==> src/rtl/ptc_wb_master.sv <==
// WISHBONE classic master issuing one read/write at a time to the PTC slave, with timeout.
// Latency: bus cycle starts at the accept edge; response registered at the terminating edge.
// Backpressure: cmd_ready_o only in IDLE; response held until rsp_ready_i, no command buffering.
module ptc_wb_master #(
    parameter int DW         = 32,
    parameter int TMO_CYCLES = 64,
    parameter int TMO_W      = 8
) (
    input  logic          wb_clk_i,
    input  logic          wb_rst_i,
    input  logic          cmd_valid_i,
    output logic          cmd_ready_o,
    input  logic          cmd_we_i,
    input  logic [31:0]   cmd_adr_i,
    input  logic [DW-1:0] cmd_dat_i,
    output logic          rsp_valid_o,
    input  logic          rsp_ready_i,
    output logic [DW-1:0] rsp_dat_o,
    output logic          rsp_err_o,
    output logic          rsp_tmo_o,
    output logic          wb_cyc_o,
    output logic          wb_stb_o,
    output logic          wb_we_o,
    output logic [31:0]   wb_adr_o,
    output logic [DW-1:0] wb_dat_o,
    output logic [3:0]    wb_sel_o,
    input  logic [DW-1:0] wb_dat_i,
    input  logic          wb_ack_i,
    input  logic          wb_err_i
);

    typedef enum logic [1:0] {
        ST_IDLE = 2'd0,
        ST_BUS  = 2'd1,
        ST_RESP = 2'd2
    } state_t;

    localparam bit               TMO_EN   = (TMO_CYCLES != 0);
    localparam logic [TMO_W-1:0] TMO_LAST = TMO_W'(TMO_CYCLES - 1);

    state_t           state_q, state_nxt;
    logic             cyc_q, cyc_d;
    logic [3:0]       sel_q, sel_d;
    logic             we_q, we_d;
    logic [31:0]      adr_q, adr_d;
    logic [DW-1:0]    dat_q, dat_d;
    logic             rsp_valid_q, rsp_valid_d;
    logic [DW-1:0]    rsp_dat_q, rsp_dat_d;
    logic             rsp_err_q, rsp_err_d;
    logic             rsp_tmo_q, rsp_tmo_d;
    logic [TMO_W-1:0] cnt_q, cnt_d;
    logic             tmo_hit;

    // Word-aligned bus: the byte offset of the command address is dropped.
    logic adr_lsb_unused;
    assign adr_lsb_unused = ^cmd_adr_i[1:0];

    assign tmo_hit = TMO_EN && (cnt_q == TMO_LAST);

    always_comb begin
        state_nxt   = state_q;
        cyc_d       = cyc_q;
        sel_d       = sel_q;
        we_d        = we_q;
        adr_d       = adr_q;
        dat_d       = dat_q;
        rsp_valid_d = rsp_valid_q;
        rsp_dat_d   = rsp_dat_q;
        rsp_err_d   = rsp_err_q;
        rsp_tmo_d   = rsp_tmo_q;
        cnt_d       = cnt_q;

        case (state_q)
            ST_IDLE: begin
                if (cmd_valid_i) begin
                    we_d      = cmd_we_i;
                    adr_d     = {cmd_adr_i[31:2], 2'b00};
                    dat_d     = cmd_dat_i;
                    cyc_d     = 1'b1;
                    sel_d     = 4'hF;
                    cnt_d     = '0;
                    state_nxt = ST_BUS;
                end
            end
            ST_BUS: begin
                // Error outranks ack, and a real termination outranks the timeout.
                if (wb_err_i || wb_ack_i || tmo_hit) begin
                    cyc_d       = 1'b0;
                    sel_d       = 4'h0;
                    rsp_valid_d = 1'b1;
                    rsp_err_d   = wb_err_i || !wb_ack_i;
                    rsp_tmo_d   = !wb_err_i && !wb_ack_i;
                    rsp_dat_d   = (!wb_err_i && wb_ack_i && !we_q) ? wb_dat_i : '0;
                    state_nxt   = ST_RESP;
                end else if (cnt_q != {TMO_W{1'b1}}) begin
                    cnt_d = cnt_q + TMO_W'(1);
                end
            end
            ST_RESP: begin
                if (rsp_ready_i) begin
                    rsp_valid_d = 1'b0;
                    state_nxt   = ST_IDLE;
                end
            end
            default: begin
                state_nxt = ST_IDLE;
            end
        endcase
    end

    always_ff @(posedge wb_clk_i or negedge wb_rst_i) begin
        if (!wb_rst_i) begin
            state_q     <= ST_IDLE;
            cyc_q       <= 1'b0;
            sel_q       <= 4'h0;
            we_q        <= 1'b0;
            adr_q       <= '0;
            dat_q       <= '0;
            rsp_valid_q <= 1'b0;
            rsp_dat_q   <= '0;
            rsp_err_q   <= 1'b0;
            rsp_tmo_q   <= 1'b0;
            cnt_q       <= '0;
        end else begin
            state_q     <= state_nxt;
            cyc_q       <= cyc_d;
            sel_q       <= sel_d;
            we_q        <= we_d;
            adr_q       <= adr_d;
            dat_q       <= dat_d;
            rsp_valid_q <= rsp_valid_d;
            rsp_dat_q   <= rsp_dat_d;
            rsp_err_q   <= rsp_err_d;
            rsp_tmo_q   <= rsp_tmo_d;
            cnt_q       <= cnt_d;
        end
    end

    // cyc and stb come from one flop so they can never disagree.
    assign wb_cyc_o    = cyc_q;
    assign wb_stb_o    = cyc_q;
    assign wb_sel_o    = sel_q;
    assign wb_we_o     = we_q;
    assign wb_adr_o    = adr_q;
    assign wb_dat_o    = dat_q;
    assign rsp_valid_o = rsp_valid_q;
    assign rsp_dat_o   = rsp_dat_q;
    assign rsp_err_o   = rsp_err_q;
    assign rsp_tmo_o   = rsp_tmo_q;
    assign cmd_ready_o = (state_q == ST_IDLE);

endmodule

==> config.mk <==
export PLATFORM = sky130hd
export DESIGN_NAME = ptc_wb_master
export DESIGN_NICKNAME = d
export VERILOG_FILES = /design/src/rtl/ptc_wb_master.sv
export SDC_FILE = /design/constraint.sdc
export NUM_CORES = 1
export LEC_CHECK = 0
export ABC_AREA = 1
export CAP_MARGIN = 25
export CORE_ASPECT_RATIO = 0.75
export CORE_MARGIN = 3
export CORE_UTILIZATION = 45
export DETAILED_ROUTE_END_ITERATION = 7
export PLACE_DENSITY_LB_ADDON = 0.3
export SYNTH_ARGS = -nofsm -noshare
export SYNTH_HDL_FRONTEND = slang
export SYNTH_SLANG_ARGS = --single-unit
==> constraint.sdc <==
create_clock -name wb_clk_i -period 3.4 [get_ports wb_clk_i]
set_input_delay 1.02 -clock wb_clk_i [delete_from_list [all_inputs] [get_ports wb_clk_i]]
set_output_delay 1.02 -clock wb_clk_i [all_outputs]
set_load 0.02 [all_outputs]
# Word level (Yosys, flattened, before mapping)
# Cells that the tools add are included.
[op_classes]
addsub = 1
eq_ne = 9
muxes = 18
reduce_logical = 18
[ops]
columns = ["operator", "n"]
rows = [
  ["$mux 32", 1],
  ["$mux 8", 3],
  ["$pmux 8 s2", 1],
  ["$ne 2x2->1 const B", 5],
  ["$reduce_and 3->1", 3],
  ["$add 8x1->8 const B", 1],
  ["$eq 8x6->1 const B", 1],
  ["$mux 4", 2],
  ["$ne 8x8->1 const B", 1],
  ["$pmux 4 s2", 1],
  ["$mux 2", 3],
  ["$pmux 2 s3", 1],
  ["$mux 1", 4],
  ["$pmux 1 s2", 2],
  ["$reduce_and 2->1", 2],
  ["$reduce_and 4->1", 1],
  ["$reduce_bool 2->1", 2],
  ["$logic_and 1x1->1", 3],
  ["$logic_not 1->1", 3],
  ["$logic_or 1x1->1", 3],
  ["$eq 2x1->1 const B", 1],
  ["$eq 2x2->1 const B", 1],
  ["$logic_not 2->1", 1],
]
[totals]
regBits = 113
in_bits = 103
word_cells = 57

# Depth between registers and ports, before layout
# Gate-level depths: netlist of the first run.
[logic_depth]
ltp_word = 4
ltp_mapped = 9

# Worst setup path before layout of the first run
# No wires, ideal clock.
[synth_path]
kind = "input to register"
startpoint = "in wb_err_i"
endpoint = "reg rsp_dat_q[0], in the netlist rsp_dat_o[0]"
t_arrival_ns = 1.758
required_time_ns = 3.317
slack_ns = 1.560
stages = 4
cell_sequence = "nor3_2 clkbuf_1 nand2_1 o21ai_0"
[synth_between]
elab_chain_cells = 4
elab_cells_between_ends = 7
[synth_lines]
columns = ["item", "line_no", "source"]
rows = [
  ["start, declared", "29", "input logic wb_err_i"],
  ["$logic_not 1->1", "93", "rsp_dat_d = (!wb_err_i && wb_ack_i && !we_q) ? wb_dat_i : '0;"],
  ["$logic_and 1x1->1 (2 in a row)", "93", ""],
  ["$mux 32", "93", ""],
  ["end signal, assigned", "132", "rsp_dat_q <= rsp_dat_d;"],
  ["end, declared", "48", "logic [DW-1:0] rsp_dat_q, rsp_dat_d;"],
]
# Several ways; a longest one is shown, not always the timed one.
# A chain may end at the register's enable or synchronous reset.

# Worst setup path in the final report of the first run
[layout_path]
startpoint = "reg state_q[1]"
endpoint = "out cmd_ready_o"
[layout_between]
elab_chain_cells = 1
[layout_lines]
columns = ["item", "line_no", "source"]
rows = [
  ["start, declared", "41", "state_t state_q, state_nxt;"],
  ["start signal, assigned", "125", "state_q <= state_nxt;"],
  ["$logic_not 2->1", "150", "assign cmd_ready_o = (state_q == ST_IDLE);"],
  ["end, declared", "12", "output logic cmd_ready_o,"],
]
# Every way passes these cells.

==> out/qor.txt, run 1 <==
Total core area - 9930 um^2
Number of design rule violations left after detail routing - 0
Clock root buffer master - clkbuf_16
Num Clock Sinks - 109
Post-synth top area cell - dfrtp_1
Crit path largest cell delay - 0.65 ns
Count of flip-flops with a built-in enable after synthesis - 0
Slew HR - 49.1%
Hold path endpoint - rsp_tmo_o
Result of the run - completed
Hold bufs inserted after CTS - 0
Top_reg_cell synth - dfrtp_1
Initial antenna violation count - 0
Cell count after synthesis - 391
Switching fraction of total power - 36.2%
Share of synthesized area occupied by flip-flops and latches - 58.0%
Share of flip-flops with an asynchronous set or reset after synthesis - 100%
Layout cells sized above 1 - 16.4%
Area added between synthesis and finish - 50.1%
Starting density of the core - 47.4%
Number of instances on the worst hold path - 2
Minimum setup slack after placement - 0.636 ns
Critical Path Fanout Max - 4
Share of total power in combinational logic - 50.4%
Sum of net half-perimeters after detailed placement - 8.68 mm
Routed Wire Length - 11.8 mm
Global-route usage over all layers - 19.8%
Least setup slack across all paths after layout - 0.759 ns
Worst hold path type - flop to flop
Wire length of the first global-routing pass - 18.1 mm
Deepest level of the CTS H-tree - 3
Most repeated cell in the gate-level netlist after synthesis - dfrtp_1
Latest clock arrival within the worst-skew pair - 0.34 ns
Final setup skew - 0.00846 ns
Highest ir drop seen on vdd - 517 uV
Post-synthesis register bit count - 109
Maximum capacitance violations - 0
Final count of negative-setup-slack endpoints - 0
TritonCTS clock tree - yes
Launch instance of the worst min-delay path - rsp_tmo_o
Actual slew at the worst max-slew pin - 0.764 ns
Netlist area before placement - 4700 um^2
Commonest cells in the netlist - dfrtp_1, nand2_1, mux2_4
Area enclosed by the die boundary - 11700 um^2
Slowest stage cell, crit path - clkdlybuf4s50_1
Required time of the worst setup path - 2.38 ns
CP startpoint kind - flop
Die boundary width - 124 um
Setup Total Neg Slack - 0 ns
Post-detailed-route wirelength per cell - 16.2 um
Critical path endpoint category - output port
Routability cong. - 0.859
Setup repair after global routing missed its margin - no
Top cells by area in the synthesized netlist - dfrtp_1, mux2_4, nand2_1
Critical path data arrival time - 1.62 ns
Cell-internal power - 4.03 mW
Part of the power in the clock network - 15.3%
Reg-to-reg critical path startpoint - state_q[1]
Per-instance average area after synthesis - 12.0 um^2
Antenna-violating nets left - 0
PwrDens - 894 nW/um^2
Post-layout nets - 695
Drt initial violations - 191
Area taken by flip-flops and latches - 2730 um^2
Count of cell types in the netlist - 22
Critical path, cell by cell - nor2_2 > clkdlybuf4s50_1
Number of fillers in the final layout - 726
Top-area cell type share of the netlist area - 58.0%
Yosys warning count - 0
Maximum buffer depth of the clock tree - 2
Number of cell rows - 31
Part of the total power dissipated in sequential elements - 34.3%
Number of port buffers - 205
Share of the clock period used by the worst path after layout - 77.7%
Kind of critical path - flop to output port
FF-to-FF setup slack - 1.54 ns
Grt ovf - 0
Die height - 94.5 um
Area used by multi-input combinational logic - 1720 um^2
Post-CTS sizing - 0
FMAX - 379 MHz
Number of buffers added by the clock tree synthesis step - 9
# IOs - 210
Static power due to leakage - 3.16 nW
Antenna Diode Count - 0
Reg2reg path depth - 3
Maximum number of pins on one net before global-route repair - 71
Via count of the first global-routing pass - 3584
Time the worst path needs with I/O delays and setup - 2.64 ns
Net switching component of the power - 2.28 mW
Post-CTS Setup Bufs - 0
Number of pins with negative max-slew slack in the final report - 0
CTS clock-pin slew for the worst setup and hold paths - 0.07 ns
Vias - 3466
Endpoints failing hold - 0
R2r endpoint - rsp_dat_o[27]
Total iterations of the first detailed-routing run - 4
Ratio of routed vias to standard cells - 4.76
critical path, delay by kind of cell, from the launching register on:
kind | cells | cell delay, ns
buf+inv | 1 | 0.65
flops | 1 | 0.43
simple gates | 1 | 0.20
area by class of cell:
cell class	instances	share of cell area [%]
sequential	109	38.6
multi-input combinational	246	24.4
tap	132	2.34
inverter	12	0.638
clock buffer	10	3.24
clock inverter	6	0.656
timing repair buffer	213	30.1
metrics by stage:
stage | total power [mW] | utilization [%] | instances | instance area, um^2 | hold slack (ns)
floorplan | 3.97 | - | 392 | 4710 | 0.468
global route | 6.65 | 71.1 | 728 | 7060 | 0.494
CTS | 6.38 | 71.1 | 728 | 7060 | 0.488
detailed placement | 5.37 | 68.3 | 712 | 6780 | 0.469
finish | 6.31 | 71.1 | 728 | 7060 | 0.481
global placement | 5.30 | 68.3 | 712 | 6780 | 0.464
worst max path at each step:
stage	startpoint	endpoint	slack, ns
detailed placement	wb_err_i	rsp_dat_o[27]	0.64
global placement	cmd_valid_i	wb_dat_o[7]	0.69
CTS	state_q[1]	cmd_ready_o	0.74
global route	state_q[1]	cmd_ready_o	0.70
floorplan	wb_err_i	rsp_dat_o[0]	1.56
finish	state_q[1]	cmd_ready_o	0.76
layout by cell type (no fill, tap or decap):
cell and count:
clkdlybuf4s50_1 204, dfrtp_1 109, nand2_1 106, mux2_4 49, o21ai_0 24, nor2_1 15, mux2_2 14, o21ai_1 12
inv_1 11, nand3_1 11, clkbuf_16 9, buf_4 8, nand2_4 4, nor2_2 3, a21oi_1 2, conb_1 2
inv_6 2, clkinvlp_4 2, nor3_4 1, inv_2 1, nand3_2 1, nand4_4 1, ha_1 1, clkbuf_1 1
clkinv_2 1, clkinv_4 1, buf_12 1
sequential cells by signal, indices dropped and copies added, names as in the netlist:
name	cells
rsp_tmo_o	1
wb_we_o	1
wb_dat_o	32
wb_sel_o	1
wb_adr_o	30
rsp_valid_o	1
cnt_q	8
rsp_dat_o	32
rsp_err_o	1
state_q	2
metal layers:
metal	wire [um]	share of wire, %	global-route usage [%]	vias to the layer above
met5	0	0	0	-
li1	-	-	-	1668
met4	183	1.6	5.01	0
met1	4870	41	24.8	1631
met2	5380	46	31.3	154
met3	1340	11	9.34	13
cell families after synthesis:
| group | Yosys count | share of synthesized area [%] |
|---|---|---|
| AOI/OAI and AO/OA | 38 | 4.04 |
| DFF | 109 | 58.0 |
| buffers and inverters | 37 | 5.69 |
| muxes | 63 | 19.0 |
| adders and majority gates | 1 | 0.266 |
| and+or+nand+nor | 142 | 12.9 |
| other | 1 | 0.0798 |
power by group through the flow:
stage                     Clock, mW  Sequential (mW)  Combinational [mW]
after CTS                     0.996             2.17                3.22
final                         0.966             2.16                3.18
after detailed placement          0             2.17                3.21
after floorplan                   0             2.78                1.18
after global routing           1.06             2.23                3.37
after global placement            0             2.15                3.16
(Power assumes the default switching activity.)
==> run 2, diff against run 1 <==
--- a/config.mk
+++ b/config.mk
@@ -9,7 +9,7 @@
 export CAP_MARGIN = 25
 export CORE_ASPECT_RATIO = 0.75
 export CORE_MARGIN = 3
-export CORE_UTILIZATION = 45
+export CORE_UTILIZATION = 38
 export DETAILED_ROUTE_END_ITERATION = 7
 export PLACE_DENSITY_LB_ADDON = 0.3
 export SYNTH_ARGS = -nofsm -noshare
==> constraint.sdc (replaced) <==
create_clock -name wb_clk_i -period 2.1 [get_ports wb_clk_i]
set_input_delay 0.63 -clock wb_clk_i [delete_from_list [all_inputs] [get_ports wb_clk_i]]
set_output_delay 0.63 -clock wb_clk_i [all_outputs]
set_load 0.02 [all_outputs]
==> run 2 against run 1 <==
  * Global-route usage shrank 3.0 points
  * Design area grew 2.2%
  * Clock power grew 65%
  * Sequential share of layout area shrank 0.82 points
  * Worst hold slack lost 0.28 ns
  * Critical path depth is the same
  * Largest power group unchanged
  * Sequential cell count is the same
  * Via count grew 1.8%
  * Highest routed layer unchanged
  * Final cell count grew 4.7%
  * Largest cell class unchanged
  * Non-clock buffer count grew 5
==> out/qor.txt, run 2 (synthesized netlist as in run 1, its figures left out) <==
Result of the run - completed (unchanged)
Routed Wire Length - 11.8 mm (about the same)
Number of pins with negative max-slew slack in the final report - 0 (unchanged)
Hold bufs inserted after CTS - 0 (unchanged)
Starting density of the core - 39.8% (was 47.4%)
Cell-internal power - 6.59 mW (was 4.03 mW)
Switching fraction of total power - 36.0% (was 36.2%)
Post-detailed-route wirelength per cell - 15.4 um (was 16.2 um)
Drt initial violations - 139 (was 191)
Ratio of routed vias to standard cells - 4.63 (was 4.76)
Routability cong. - 0.779 (was 0.859)
FMAX - 498 MHz
# IOs - 210 (unchanged)
Critical path endpoint category - output port (unchanged)
Latest clock arrival within the worst-skew pair - 0.34 ns (about the same)
Required time of the worst setup path - 1.47 ns (was 2.38 ns)
Leading cell types in the layout, fill and taps excluded - clkdlybuf4s50_1, dfrtp_1, nand2_1, mux2_4, o21ai_0 (unchanged)
Static power due to leakage - 3.24 nW (was 3.16 nW)
Maximum number of pins on one net before global-route repair - 39 (was 71)
Setup repair after global routing missed its margin - no (unchanged)
Most common library cell in the layout ignoring fill and taps - clkdlybuf4s50_1 (unchanged)
Share of the clock period used by the worst path after layout - 95.6%
Post-CTS sizing - 4 (was 0)
Reg2reg path depth - 8 (was 3)
Post-layout nets - 700 (was 695)
Setup Total Neg Slack - 0 ns (unchanged)
Total power - 10.3 mW (was 6.31 mW)
Via count of the first global-routing pass - 3416 (was 3584)
Antenna Diode Count - 0 (unchanged)
Kind of critical path - flop to output port (unchanged)
Num Clock Sinks - 109 (unchanged)
Number of buffers added by the clock tree synthesis step - 9 (unchanged)
R2r endpoint - rsp_dat_o[28] (was rsp_dat_o[27])
Deepest level of the CTS H-tree - 3 (unchanged)
Number of design rule violations left after detail routing - 0 (unchanged)
Grt ovf - 0 (unchanged)
Die boundary width - 134 um (was 124 um)
Critical path data arrival time - 1.38 ns (was 1.62 ns)
Vias - 3527 (was 3466)
CTS clock-pin slew for the worst setup and hold paths - 0.07 ns (about the same)
Share of total power in combinational logic - 50.8% (was 50.4%)
Post-CTS Setup Bufs - 0 (unchanged)
Worst hold path type - primary input to asynchronous set/reset pin (was flop to flop)
TritonCTS clock tree - yes (unchanged)
Critical Path Fanout Max - 4 (unchanged)
Endpoints failing hold - 0 (unchanged)
Total core area - 11800 um^2 (was 9930 um^2)
Part of the power in the clock network - 15.5% (was 15.3%)
Number of port buffers - 205 (unchanged)
Maximum capacitance violations - 0 (unchanged)
Initial antenna violation count - 0 (unchanged)
Non-filler cells, final - 762 (was 728)
Die height - 102 um (was 94.5 um)
Hold Slack - 0.200 ns (was 0.481 ns)
CP startpoint kind - flop (unchanged)
FF-to-FF setup slack - 0.44 ns (was 1.54 ns)
Reg-to-reg critical path startpoint - cnt_q[0] (was state_q[1])
Placed Cells incl. Taps - 747 (was 712)
Antenna-violating nets left - 0 (unchanged)
Highest ir drop seen on vdd - 657 uV (was 517 uV)
Part of the total power dissipated in sequential elements - 33.7% (was 34.3%)
Sum of net half-perimeters after detailed placement - 8.84 mm (was 8.68 mm)
Number of fillers in the final layout - 933 (was 726)
Total iterations of the first detailed-routing run - 5 (was 4)
PwrDens - 1430 nW/um^2 (was 894 nW/um^2)
Layout cells sized above 1 - 17.2% (was 16.4%)
Global-route usage over all layers - 16.8% (was 19.8%)
Time the worst path needs with I/O delays and setup - 2.01 ns
Number of cell rows - 34 (was 31)
Final setup skew - 0.00854 ns (was 0.00846 ns)
Area enclosed by the die boundary - 13800 um^2 (was 11700 um^2)
Area added between synthesis and finish - 53.4% (was 50.1%)
Clock root buffer master - clkbuf_16 (unchanged)
Wire length of the first global-routing pass - 18.2 mm (was 18.1 mm)
Maximum buffer depth of the clock tree - 2 (unchanged)
Net switching component of the power - 3.70 mW (was 2.28 mW)
Final count of negative-setup-slack endpoints - 0 (unchanged)
run 2: how the worst max path moves through the flow:
stage / startpoint / slack, ns / to
2_1_floorplan: state_q[1] / 0.64 / wb_adr_o[10]
3_3_place_gp: cmd_valid_i / 0.12 / wb_dat_o[1]
3_5_place_dp: wb_err_i / 0.04 / rsp_dat_o[28]
4_1_cts: wb_sel_o[2] / 0.004 / wb_sel_o[0]
5_1_grt: state_q[1] / 0.01 / cmd_ready_o
6_report: state_q[1] / 0.09 / cmd_ready_o
run 2: per-stage QoR:
stage          util [%]  setup slack (ns)  instance area [um^2]
3_3_place_gp       58.6             0.118                  6930
5_1_grt            61.0            0.0131                  7210
2_1_floorplan         -             0.639                  4710
4_1_cts            60.9           0.00419                  7200
3_5_place_dp       58.6            0.0432                  6930
6_report           61.0            0.0922                  7210
run 2: critical path, cell delays in order (launching register included):
cell and delay [ns]:
dfrtp_1 0.43, nor2_2 0.22, dlygate4sd2_1 0.38
run 2: routing by layer:
| layer | share of wire, % | up-vias | wire length [um] | track usage (%) |
|---|---|---|---|---|
| met1 | 42 | 1711 | 4940 | 21.3 |
| met5 | 0 | - | 0 | 0 |
| met2 | 49 | 126 | 5740 | 28.1 |
| met4 | 0.77 | 0 | 91 | 3.52 |
| met3 | 8.4 | 9 | 992 | 6.40 |
| li1 | - | 1681 | - | - |
run 2: final cells by class:
class,instances,area (um^2),area share (%)
sequential,109,2730,37.8
timing repair buffer,218,2240,31.0
tap,162,203,2.81
multi-input combinational,246,1720,23.8
clock inverter,6,56.3,0.781
clock buffer,9,225,3.12
inverter,12,45.0,0.625
run 2: power by group through the flow:
stage / Clock [mW] / Sequential (mW) / Combinational [mW]
2_1_floorplan: 0 / 4.50 / 1.92
3_3_place_gp: 0 / 3.45 / 5.24
3_5_place_dp: 0 / 3.50 / 5.29
4_1_cts: 1.66 / 3.47 / 5.30
5_1_grt: 1.74 / 3.58 / 5.53
6_report: 1.59 / 3.47 / 5.23
